File: src/rtl/lsu_pkg.sv
// lsu_pkg: shared definitions for the load/store memory stage.
//   - RV32I funct3 width codes for loads and stores
//   - FSM state encoding
//   - byte-enable width and an op-legality helper
package lsu_pkg;

  localparam int unsigned BE_W = 4;

  localparam logic [2:0] F3_LB  = 3'b000;
  localparam logic [2:0] F3_LH  = 3'b001;
  localparam logic [2:0] F3_LW  = 3'b010;
  localparam logic [2:0] F3_LBU = 3'b100;
  localparam logic [2:0] F3_LHU = 3'b101;
  localparam logic [2:0] F3_SB  = 3'b000;
  localparam logic [2:0] F3_SH  = 3'b001;
  localparam logic [2:0] F3_SW  = 3'b010;

  typedef enum logic [1:0] {
    IDLE = 2'd0,
    REQ  = 2'd1,
    WAIT = 2'd2,
    DONE = 2'd3
  } lsu_state_e;

  // Stores only have signed-width encodings; the unsigned codes are loads only.
  function automatic logic f3_legal(input logic we, input logic [2:0] f3);
    logic ok;
    if (we) begin
      ok = (f3 == F3_SB) || (f3 == F3_SH) || (f3 == F3_SW);
    end else begin
      ok = (f3 == F3_LB) || (f3 == F3_LH) || (f3 == F3_LW) ||
           (f3 == F3_LBU) || (f3 == F3_LHU);
    end
    return ok;
  endfunction

endpackage

File: src/rtl/lsu_lane_align.sv
// lsu_lane_align: purely combinational byte-lane steering for the LSU.
//   Store side: st_funct3_i/st_off_i/st_data_i -> st_be_o (byte enables), st_wdata_o
//               (store data replicated across all lanes of its width).
//   Load side:  ld_funct3_i/ld_off_i/ld_rdata_i -> ld_data_o (selected byte/half,
//               sign- or zero-extended, or the full word).
// The caller supplies offsets already cleared for the access size when needed.
module lsu_lane_align
  import lsu_pkg::*;
#(
  parameter int unsigned XLEN = 32
) (
  input  logic [2:0]      st_funct3_i,
  input  logic [1:0]      st_off_i,
  input  logic [XLEN-1:0] st_data_i,
  output logic [BE_W-1:0] st_be_o,
  output logic [XLEN-1:0] st_wdata_o,
  input  logic [2:0]      ld_funct3_i,
  input  logic [1:0]      ld_off_i,
  input  logic [XLEN-1:0] ld_rdata_i,
  output logic [XLEN-1:0] ld_data_o
);

  logic [7:0]  ld_byte;
  logic [15:0] ld_half;

  always_comb begin
    st_be_o    = '0;
    st_wdata_o = st_data_i;
    unique case (st_funct3_i)
      F3_SB: begin
        st_be_o    = 4'b0001 << st_off_i;
        st_wdata_o = {(XLEN/8){st_data_i[7:0]}};
      end
      F3_SH: begin
        st_be_o    = 4'b0011 << {st_off_i[1], 1'b0};
        st_wdata_o = {(XLEN/16){st_data_i[15:0]}};
      end
      F3_SW: begin
        st_be_o = 4'b1111;
      end
      default: begin
        st_be_o = '0;
      end
    endcase
  end

  always_comb begin
    ld_byte   = ld_rdata_i[{ld_off_i, 3'b000} +: 8];
    ld_half   = ld_rdata_i[{ld_off_i[1], 4'b0000} +: 16];
    ld_data_o = '0;
    unique case (ld_funct3_i)
      F3_LB:   ld_data_o = {{(XLEN-8){ld_byte[7]}}, ld_byte};
      F3_LH:   ld_data_o = {{(XLEN-16){ld_half[15]}}, ld_half};
      F3_LW:   ld_data_o = ld_rdata_i;
      F3_LBU:  ld_data_o = {{(XLEN-8){1'b0}}, ld_byte};
      F3_LHU:  ld_data_o = {{(XLEN-16){1'b0}}, ld_half};
      default: ld_data_o = '0;
    endcase
  end

endmodule

File: src/rtl/lsu_mem_stage.sv
// lsu_mem_stage: load/store unit sitting after the ALU.
//   Core side: req_valid/mem_read/mem_write/funct3/addr/store_data in;
//              busy (combinational stall), done pulse, load_data, misaligned out.
//   Bus side:  bus_req/bus_we/bus_addr/bus_wdata/bus_be out (registered);
//              bus_gnt/bus_rvalid/bus_rdata in.
// Build option: define LSU_MISALIGN_TRAP_EN to turn misaligned half/word accesses into
// a misaligned pulse with no bus access; otherwise the offending low address bits are
// cleared and the access proceeds.
module lsu_mem_stage
  import lsu_pkg::*;
#(
  parameter int unsigned XLEN   = 32,
  parameter int unsigned ADDR_W = 32
) (
  input  logic              clk,
  input  logic              rst_n,
  input  logic              req_valid,
  input  logic              mem_read,
  input  logic              mem_write,
  input  logic [2:0]        funct3,
  input  logic [ADDR_W-1:0] addr,
  input  logic [XLEN-1:0]   store_data,
  output logic              busy,
  output logic              done,
  output logic [XLEN-1:0]   load_data,
  output logic              misaligned,
  output logic              bus_req,
  output logic              bus_we,
  output logic [ADDR_W-1:0] bus_addr,
  output logic [XLEN-1:0]   bus_wdata,
  output logic [BE_W-1:0]   bus_be,
  input  logic              bus_gnt,
  input  logic              bus_rvalid,
  input  logic [XLEN-1:0]   bus_rdata
);

  lsu_state_e        state_q;
  logic              we_q;
  logic [2:0]        funct3_q;
  logic [1:0]        off_q;
  logic              done_q;
  logic              mis_q;
  logic [XLEN-1:0]   load_data_q;
  logic              bus_req_q;
  logic              bus_we_q;
  logic [ADDR_W-1:0] bus_addr_q;
  logic [XLEN-1:0]   bus_wdata_q;
  logic [BE_W-1:0]   bus_be_q;

  logic            start;
  logic            legal;
  logic            trap;
  logic            size_half;
  logic            size_word;
  logic [1:0]      eff_off;
  logic [BE_W-1:0] st_be;
  logic [XLEN-1:0] st_wdata;
  logic [XLEN-1:0] ld_ext;

  assign start     = (state_q == IDLE) && req_valid && (mem_read || mem_write);
  assign legal     = f3_legal(mem_write, funct3);
  assign size_half = (funct3[1:0] == 2'b01);
  assign size_word = (funct3[1:0] == 2'b10);

  // Low bits that cannot be honoured for the access size are dropped.
  always_comb begin
    eff_off = addr[1:0];
    if (size_word) begin
      eff_off = 2'b00;
    end else if (size_half) begin
      eff_off[0] = 1'b0;
    end
  end

`ifdef LSU_MISALIGN_TRAP_EN
  assign trap = (size_half && addr[0]) || (size_word && (addr[1:0] != 2'b00));
`else
  assign trap = 1'b0;
`endif

  lsu_lane_align #(
    .XLEN(XLEN)
  ) u_lane_align (
    .st_funct3_i(funct3),
    .st_off_i   (eff_off),
    .st_data_i  (store_data),
    .st_be_o    (st_be),
    .st_wdata_o (st_wdata),
    .ld_funct3_i(funct3_q),
    .ld_off_i   (off_q),
    .ld_rdata_i (bus_rdata),
    .ld_data_o  (ld_ext)
  );

  always_ff @(posedge clk) begin
    if (!rst_n) begin
      state_q     <= IDLE;
      we_q        <= 1'b0;
      funct3_q    <= 3'b000;
      off_q       <= 2'b00;
      done_q      <= 1'b0;
      mis_q       <= 1'b0;
      load_data_q <= '0;
      bus_req_q   <= 1'b0;
      bus_we_q    <= 1'b0;
      bus_addr_q  <= '0;
      bus_wdata_q <= '0;
      bus_be_q    <= '0;
    end else begin
      done_q <= 1'b0;
      mis_q  <= 1'b0;
      unique case (state_q)
        IDLE: begin
          if (start) begin
            we_q     <= mem_write;
            funct3_q <= funct3;
            off_q    <= eff_off;
            if (!legal || trap) begin
              // Rejected access: finish without touching the bus.
              state_q     <= DONE;
              done_q      <= 1'b1;
              mis_q       <= legal && trap;
              load_data_q <= '0;
            end else begin
              state_q     <= REQ;
              bus_req_q   <= 1'b1;
              bus_we_q    <= mem_write;
              bus_addr_q  <= {addr[ADDR_W-1:2], 2'b00};
              bus_be_q    <= mem_write ? st_be : '0;
              bus_wdata_q <= st_wdata;
            end
          end
        end
        REQ: begin
          if (bus_gnt) begin
            bus_req_q <= 1'b0;
            if (we_q) begin
              state_q <= DONE;
              done_q  <= 1'b1;
            end else if (bus_rvalid) begin
              load_data_q <= ld_ext;
              state_q     <= DONE;
              done_q      <= 1'b1;
            end else begin
              state_q <= WAIT;
            end
          end
        end
        WAIT: begin
          if (bus_rvalid) begin
            load_data_q <= ld_ext;
            state_q     <= DONE;
            done_q      <= 1'b1;
          end
        end
        DONE: begin
          state_q <= IDLE;
        end
        default: begin
          state_q <= IDLE;
        end
      endcase
    end
  end

  assign busy       = start || (state_q == REQ) || (state_q == WAIT);
  assign done       = done_q;
  assign misaligned = mis_q;
  assign load_data  = load_data_q;
  assign bus_req    = bus_req_q;
  assign bus_we     = bus_we_q;
  assign bus_addr   = bus_addr_q;
  assign bus_wdata  = bus_wdata_q;
  assign bus_be     = bus_be_q;

endmodule

File: config.mk
export PLATFORM = sky130hd
export DESIGN_NAME = lsu_mem_stage
export DESIGN_NICKNAME = d
export VERILOG_FILES = /design/src/rtl/lsu_pkg.sv /design/src/rtl/lsu_lane_align.sv /design/src/rtl/lsu_mem_stage.sv
export SDC_FILE = /design/constraint.sdc
export NUM_CORES = 1
export LEC_CHECK = 0
export BUFFER_PORTS_ARGS = -buffer_cell sky130_fd_sc_hd__buf_2
export CAP_MARGIN = 30
export CORE_ASPECT_RATIO = 2
export CORE_MARGIN = 3
export CORE_UTILIZATION = 49
export CTS_CLUSTER_DIAMETER = 60
export DETAILED_ROUTE_END_ITERATION = 10
export PLACE_DENSITY = 0.81
export SLEW_MARGIN = 20
export SYNTH_ARGS = -nofsm -noshare
export SYNTH_HDL_FRONTEND = slang
export SYNTH_SLANG_ARGS = --single-unit
File: constraint.sdc
create_clock -name clk -period 2.4 [get_ports clk]
set_input_delay 0.24 -clock clk [delete_from_list [all_inputs] [get_ports clk]]
set_output_delay 0.24 -clock clk [all_outputs]
set_load 0.01 [all_outputs]
# --- After elaboration in Yosys (flattened, before gate mapping) ---
# Index checks and enable logic that the tools add are counted.
word_totals:
  regBits: 109
  input_bits: 106
  out_inout_bits: 105
  word_cells: 84
op_classes:
  n_eq_ne: 19
  n_shift: 4
  mux: 31
  n_reduce_logical: 19
ops:
  columns: ["op", "n"]
  rows:
  - ["two-way mux 32 bit", 5]
  - ["case mux 32 bit (5 select lines)", 1]
  - ["case mux 32 bit (3 select lines)", 1]
  - ["case mux 32 bit (2 select lines)", 1]
  - ["variable part select 32 x 6 -> 16 bit", 1]
  - ["variable part select 32 x 6 -> 8 bit", 1]
  - ["two-way mux 1 bit", 14]
  - ["equality test 3 bit (second input constant)", 4]
  - ["!= test 2 bit (second input constant)", 6]
  - ["case mux 4 bit (3 select lines)", 1]
  - ["two-way mux 2 bit", 4]
  - ["case mux 2 bit (4 select lines)", 1]
  - ["logical OR 1 bit", 7]
  - ["equality test 2 bit (second input constant)", 3]
  - ["equality test 3 x 1 -> 1 bit (second input constant)", 2]
  - ["equality test 3 x 2 -> 1 bit (second input constant)", 2]
  - ["logical NOT 3 bit", 2]
  - ["AND reduction 3 bit", 2]
  - ["AND reduction 5 bit", 1]
  - ["equality test 2 x 1 -> 1 bit (second input constant)", 2]
  - ["two-way mux 4 bit", 1]
  - ["AND reduction 4 bit", 1]
  - ["<< shifter 1 x 2 -> 4 bit (first input constant)", 1]
  - ["<< shifter 2 x 2 -> 4 bit (first input constant)", 1]
  - ["7 further kinds", 8]

# --- Logic depth before layout (Yosys ltp) ---
depth:
  word_depth: 9
  mapped_depth: 8
  depth_no_buf: 6

# --- Modules after synthesis ---
# A second synthesis with hierarchy kept.
hier_totals:
  hier_cells: 693
  hier_area_um2: 5845.6
modules_own_cells:
  columns: ["module", "n_inst", "cells_per_inst", "area_each_um2", "seq_area_each_um2"]
  rows:
  - ["lsu_mem_stage", 1, 504, 4456.8, 2182.1]
  - ["lsu_lane_align", 1, 189, 1388.8, 0.0]

# --- Worst setup path after synthesis ---
# OpenSTA, ideal clock, no wires.
synth_timing:
  path_kind: "register -> register"
  start: "register state_q[0]"
  end: "register load_data_q[0] (netlist: load_data[0])"
  setup_time_ns: 0.115
  arrival_time_ns: 1.709
  required_ns: 2.285
  slack_ns: 0.576
  path_stages_with_launch: 8
  path_buffers: 1
  synth_period_minus_slack_ns: 1.824
  path_cell_list: "dfxtp_1 > inv_1 > ha_1 > a221oi_4 > o211ai_2 > buf_2 > o2bb2ai_1 > and2_1"
synth_via:
  elab_chain_cells: 5
  word_cells_on_any_way: 12
  cone_classes: "6 x eq/ne; 1 x mux; 5 x reduce/logical"
synth_lines:
  columns: ["element", "line_no", "rtl"]
  rows:
  - ["from (decl)", "lsu_mem_stage.sv:37", "lsu_state_e state_q;"]
  - ["from (signal assigned)", "lsu_mem_stage.sv:97", "state_q <= IDLE;"]
  - ["from (signal assigned)", "lsu_mem_stage.sv:120", "state_q <= DONE;"]
  - ["from (signal assigned)", "lsu_mem_stage.sv:125", "state_q <= REQ;"]
  - ["logical NOT 2 bit", "lsu_mem_stage.sv:60, lsu_mem_stage.sv:112", null]
  - ["logical AND 1 bit (2 in a row)", "lsu_mem_stage.sv:60", "assign start = (state_q == IDLE) && req_valid && (mem_read || mem_write);"]
  - ["!= test 2 bit (no line)", null, null]
  - ["AND reduction 5 bit (no line)", null, null]
  - ["to (signal assigned)", "lsu_mem_stage.sv:141", "load_data_q <= ld_ext;"]
  - ["to (signal assigned)", "lsu_mem_stage.sv:151", "load_data_q <= ld_ext;"]
  - ["to (decl)", "lsu_mem_stage.sv:43", "logic [XLEN-1:0] load_data_q;"]
# Parallel ways exist; a longest one is shown, timed or not.
# A chain may end at the register's enable or synchronous reset.

# --- Final worst setup path ---
# Same ends and word-level chain as after synthesis.

==> metrics.txt <==
# TYPE chip_impl_metric gauge
chip_impl_metric{name="setup_viol",unit=""} 0
chip_impl_metric{name="final_design_area_no_fill",unit="mm^2"} 0.00660
chip_impl_metric{name="power.density",unit="mW/mm^2"} 858
chip_impl_metric{name="irDropWorstVdd",unit="uV"} 494
chip_impl_metric{name="use_met1",unit="%"} 26.2
chip_impl_metric{name="overall_overflow_remaining_after_global_route",unit=""} 0
chip_impl_info{name="tritoncts",value="built"} 1
chip_impl_metric{name="grt_overall_usage",unit="%"} 25.1
chip_impl_metric{name="die_outline_area",unit="mm^2"} 0.0120
chip_impl_metric{name="report.final.hold_viol_count",unit=""} 0
chip_impl_metric{name="antenna-diode-count",unit=""} 0
chip_impl_metric{name="multiInputGateArea",unit="mm^2"} 0.00278
chip_impl_metric{name="clock_skew",unit="ns"} 0.00948
chip_impl_metric{name="worstPathMaxFanout",unit=""} 7
chip_impl_metric{name="cts_sinks",unit=""} 109
chip_impl_metric{name="die_width",unit="um"} 79.0
chip_impl_metric{name="grtUsageMet3",unit="%"} 4.15
chip_impl_metric{name="timing.max_cap.violations",unit=""} 0
chip_impl_metric{name="post_dp_cell_area",unit="mm^2"} 0.00630
chip_impl_metric{name="dieHeight",unit="um"} 152
chip_impl_metric{name="routed_wirelength",unit="um"} 15500
chip_impl_metric{name="timing.max_slew.rel_slack",unit="%"} 50.8
chip_impl_metric{name="dp_worst_slack",unit="ns"} 0.250
chip_impl_metric{name="finalCriticalPeriod",unit="ns"} 2.19
chip_impl_metric{name="worst_hold_margin",unit="ns"} 0.133
chip_impl_metric{name="grt_pass1_vias",unit=""} 4970
chip_impl_metric{name="drt.antenna.violating_nets",unit=""} 0
chip_impl_metric{name="tritoncts.num_buffers",unit=""} 9
chip_impl_metric{name="netlist_area",unit="mm^2"} 0.00522
chip_impl_metric{name="drive_gt1_share",unit="%"} 32.7
chip_impl_info{name="global_route_layer_with_the_greatest_usage",value="met2"} 1
chip_impl_metric{name="drt_first_pass_iters",unit=""} 7
chip_impl_metric{name="place.port_buffers",unit=""} 207
chip_impl_metric{name="cts-root-to-sink-buffers",unit=""} 2
chip_impl_metric{name="globalplace.congestion",unit=""} 0.876
chip_impl_metric{name="finalPower",unit="uW"} 5660
chip_impl_info{name="root_buffer",value="sky130_fd_sc_hd__clkbuf_16"} 1
chip_impl_metric{name="p_leak",unit="uW"} 0.00310
chip_impl_metric{name="dr_total_vias",unit=""} 5126
chip_impl_metric{name="r2r_slack",unit="ns"} 0.21
chip_impl_metric{name="area_delta_synth_final",unit="%"} 26.4
chip_impl_metric{name="dpl.hpwl",unit="um"} 11600
chip_impl_info{name="worst_setup_path_end_kind",value="flip-flop"} 1
chip_impl_metric{name="tightest_slew",unit="ns"} 0.738
chip_impl_metric{name="post_cts_resize_count",unit=""} 0
chip_impl_metric{name="average_size_of_a_mapped_cell",unit="um^2"} 8.70
chip_impl_metric{name="timing.critical_path.arrival",unit="ns"} 2.49
chip_impl_metric{name="core_region_area",unit="mm^2"} 0.0103
chip_impl_metric{name="n_fill_cell",unit=""} 904
chip_impl_metric{name="grtUsageMet2",unit="%"} 46.3
chip_impl_metric{name="clock_insertion_delay_worst_skew",unit="ns"} 0.34
chip_impl_metric{name="ys_seq_elements",unit=""} 109
chip_impl_metric{name="nets",unit=""} 894
chip_impl_metric{name="drt_iter0_markers",unit=""} 331
chip_impl_metric{name="largest_net_degree_at_the_start_of_global_routing",unit=""} 110
chip_impl_metric{name="global_route_wire_length_before_repair",unit="um"} 24200
chip_impl_metric{name="synth_sequential_area_ratio",unit="%"} 41.8
chip_impl_metric{name="seq_area",unit="mm^2"} 0.00218
chip_impl_metric{name="rows",unit=""} 52
chip_impl_metric{name="antenna_found_initial",unit=""} 0
chip_impl_metric{name="drt_drc_violations_left",unit=""} 0
chip_impl_info{name="synth_top_flop_cell",value="sky130_fd_sc_hd__dfxtp_1"} 1
chip_impl_metric{name="finalCritPeriodShare",unit="%"} 91.4
chip_impl_metric{name="synth_cell_types",unit=""} 48
chip_impl_metric{name="number_of_flops_mapped_to_enable_cells_by_yosys",unit=""} 0
chip_impl_metric{name="post_drt_via_cell_ratio",unit=""} 5.56
chip_impl_metric{name="cts_htree_levels",unit=""} 3
chip_impl_metric{name="wl_per_cell",unit="um"} 16.8
chip_impl_metric{name="cts.reportedPaths.clkPinSlew",unit="ns"} 0.07
chip_impl_info{name="outcome",value="finished clean"} 1
chip_impl_metric{name="crit_required",unit="ns"} 2.69
chip_impl_metric{name="count_of_pins_over_their_slew_limit",unit=""} 0
chip_impl_metric{name="yosysWarnings",unit=""} 0
chip_impl_metric{name="initial_utilization",unit="%"} 50.8
chip_impl_metric{name="post-route-worst-setup-slack",unit="ns"} 0.205
chip_impl_info{name="timing_worst_setup_path_type",value="reg -> reg"} 1
chip_impl_metric{name="cts_post_setup_buffers_inserted",unit=""} 0
chip_impl_metric{name="synth_cells",unit=""} 600
chip_impl_info{name="setup.worst_path.start_class",value="flip-flop"} 1
chip_impl_metric{name="ios",unit=""} 211
chip_impl_metric{name="synth-async-reset-ratio",unit="%"} 0
chip_impl_metric{name="post-route-util",unit="%"} 64.2
chip_impl_metric{name="ctsHoldBuffers",unit=""} 0
chip_impl_metric{name="achievable-frequency",unit="GHz"} 0.456
chip_impl_info{name="worstHoldPathType",value="in -> reg"} 1
[power by group]
group	leakage, uW	total, uW	internal, uW	switching [uW]
registers	0.000886	2230	2070	160
clock network	0.000137	1410	742	670
logic	0.00208	2010	801	1210
[routing by layer]
metal | vias to the layer above | wire length, um
met4 | 0 | 737
met2 | 250 | 8270
met3 | 44 | 1060
met1 | 2366 | 5460
met5 | - | 0
li1 | 2466 | -
[sequential cells by signal (all words and copies together), names as in the netlist, 2 cells and up]
name       cells
funct3_q       3
bus_wdata     32
state_q        2
bus_addr      30
load_data     32
bus_be         4
off_q          2
[worst paths after layout]
check,start,cells after the start,to
max,state_q[0]$_SDFFE_PN0P_,6,load_data[0]$_SDFFE_PN0P_
min,addr[17],3,bus_addr[17]$_SDFFE_PN0P_
max reg2reg,state_q[0]$_SDFFE_PN0P_,6,load_data[0]$_SDFFE_PN0P_
min reg2reg,load_data[14]$_SDFFE_PN0P_,2,load_data[14]$_SDFFE_PN0P_
[synth_stat cells (2+ instances only)]
master                      instances  area share [%]
sky130_fd_sc_hd__nand2_1          146              11
sky130_fd_sc_hd__a22oi_1           22             3.2
sky130_fd_sc_hd__or2_2              2            0.24
sky130_fd_sc_hd__and2_1             9             1.1
sky130_fd_sc_hd__dfxtp_1          109              42
sky130_fd_sc_hd__clkbuf_1          18             1.3
sky130_fd_sc_hd__ha_1               5             1.2
sky130_fd_sc_hd__inv_1              7            0.50
sky130_fd_sc_hd__nor3b_4            2            0.72
sky130_fd_sc_hd__o211a_1           18             3.5
sky130_fd_sc_hd__a22o_1             8             1.3
sky130_fd_sc_hd__nand3_1           26             2.5
sky130_fd_sc_hd__nor2b_1           27             3.2
sky130_fd_sc_hd__nand2b_1           3            0.36
sky130_fd_sc_hd__mux2_2             9             1.9
sky130_fd_sc_hd__a21boi_0          46             6.6
sky130_fd_sc_hd__o211ai_1          10             1.4
sky130_fd_sc_hd__buf_4             10             1.4
sky130_fd_sc_hd__nor2_1             7            0.50
sky130_fd_sc_hd__o21ai_0           25             2.4
sky130_fd_sc_hd__buf_1              4            0.29
sky130_fd_sc_hd__a21boi_1          11             1.6
sky130_fd_sc_hd__buf_2             16             1.5
sky130_fd_sc_hd__a222oi_1           8             1.5
sky130_fd_sc_hd__mux2i_1           19             3.6
sky130_fd_sc_hd__o2bb2ai_1          7             1.2
sky130_fd_sc_hd__a21oi_1            5            0.48
[logic make-up (layout without fill, tap and decap cells)]
logic type               Yosys count  after routing  share of synthesized area, %
multiplexers                      28             28                          5.59
buffers and inverters             56            240                          5.27
AND/OR/NAND/NOR                  233            233                          21.0
adder cells (fa/ha/maj)            5              5                          1.20
other                              1              3                        0.0719
flip-flops                       109            109                          41.8
AO/OA/AOI/OAI                    168            169                          25.0
[worst max-delay path, stage by stage, from the launching register on]
cell and delay [ns]:
sky130_fd_sc_hd__dfxtp_1 0.39, sky130_fd_sc_hd__inv_1 0.11, sky130_fd_sc_hd__ha_1 0.37, sky130_fd_sc_hd__a221oi_4 0.41
sky130_fd_sc_hd__o2111ai_1 0.45, sky130_fd_sc_hd__o2bb2ai_1 0.27, sky130_fd_sc_hd__and2_1 0.14
[through the flow]
step                      std cells   TNS (ns)
final                           922          0
after global routing            922  -0.000237
after CTS                       921          0
after detailed placement        906          0
after global placement          906          0
after floorplan                 602          0
[final cells by class]
| cell class | instances | area share, % |
|---|---|---|
| multi-input cells | 438 | 42.1 |
| flip-flops and latches | 109 | 33.1 |
| repair buffers | 218 | 17.5 |
| clock buffers | 10 | 3.62 |
| well taps | 135 | 2.56 |
| clock inverters | 5 | 0.683 |
| inverters | 7 | 0.398 |
[layout by cell type (no fill, tap or decap), drive strengths merged, types with 4 or more instances in the layout]
cell type    n
a222oi       8
mux2         9
ha           5
dfxtp      109
nor2b       27
mux2i       19
o211a       18
nor2         8
o21ai       27
o2bb2ai      7
clkbuf      10
a21boi      57
inv          9
o211ai      11
buf        218
a22o         8
nor3b        4
nand2      148
a22oi       22
and2         9
a21oi        5
nand3       26
Power figures use the tool's default switching activity.
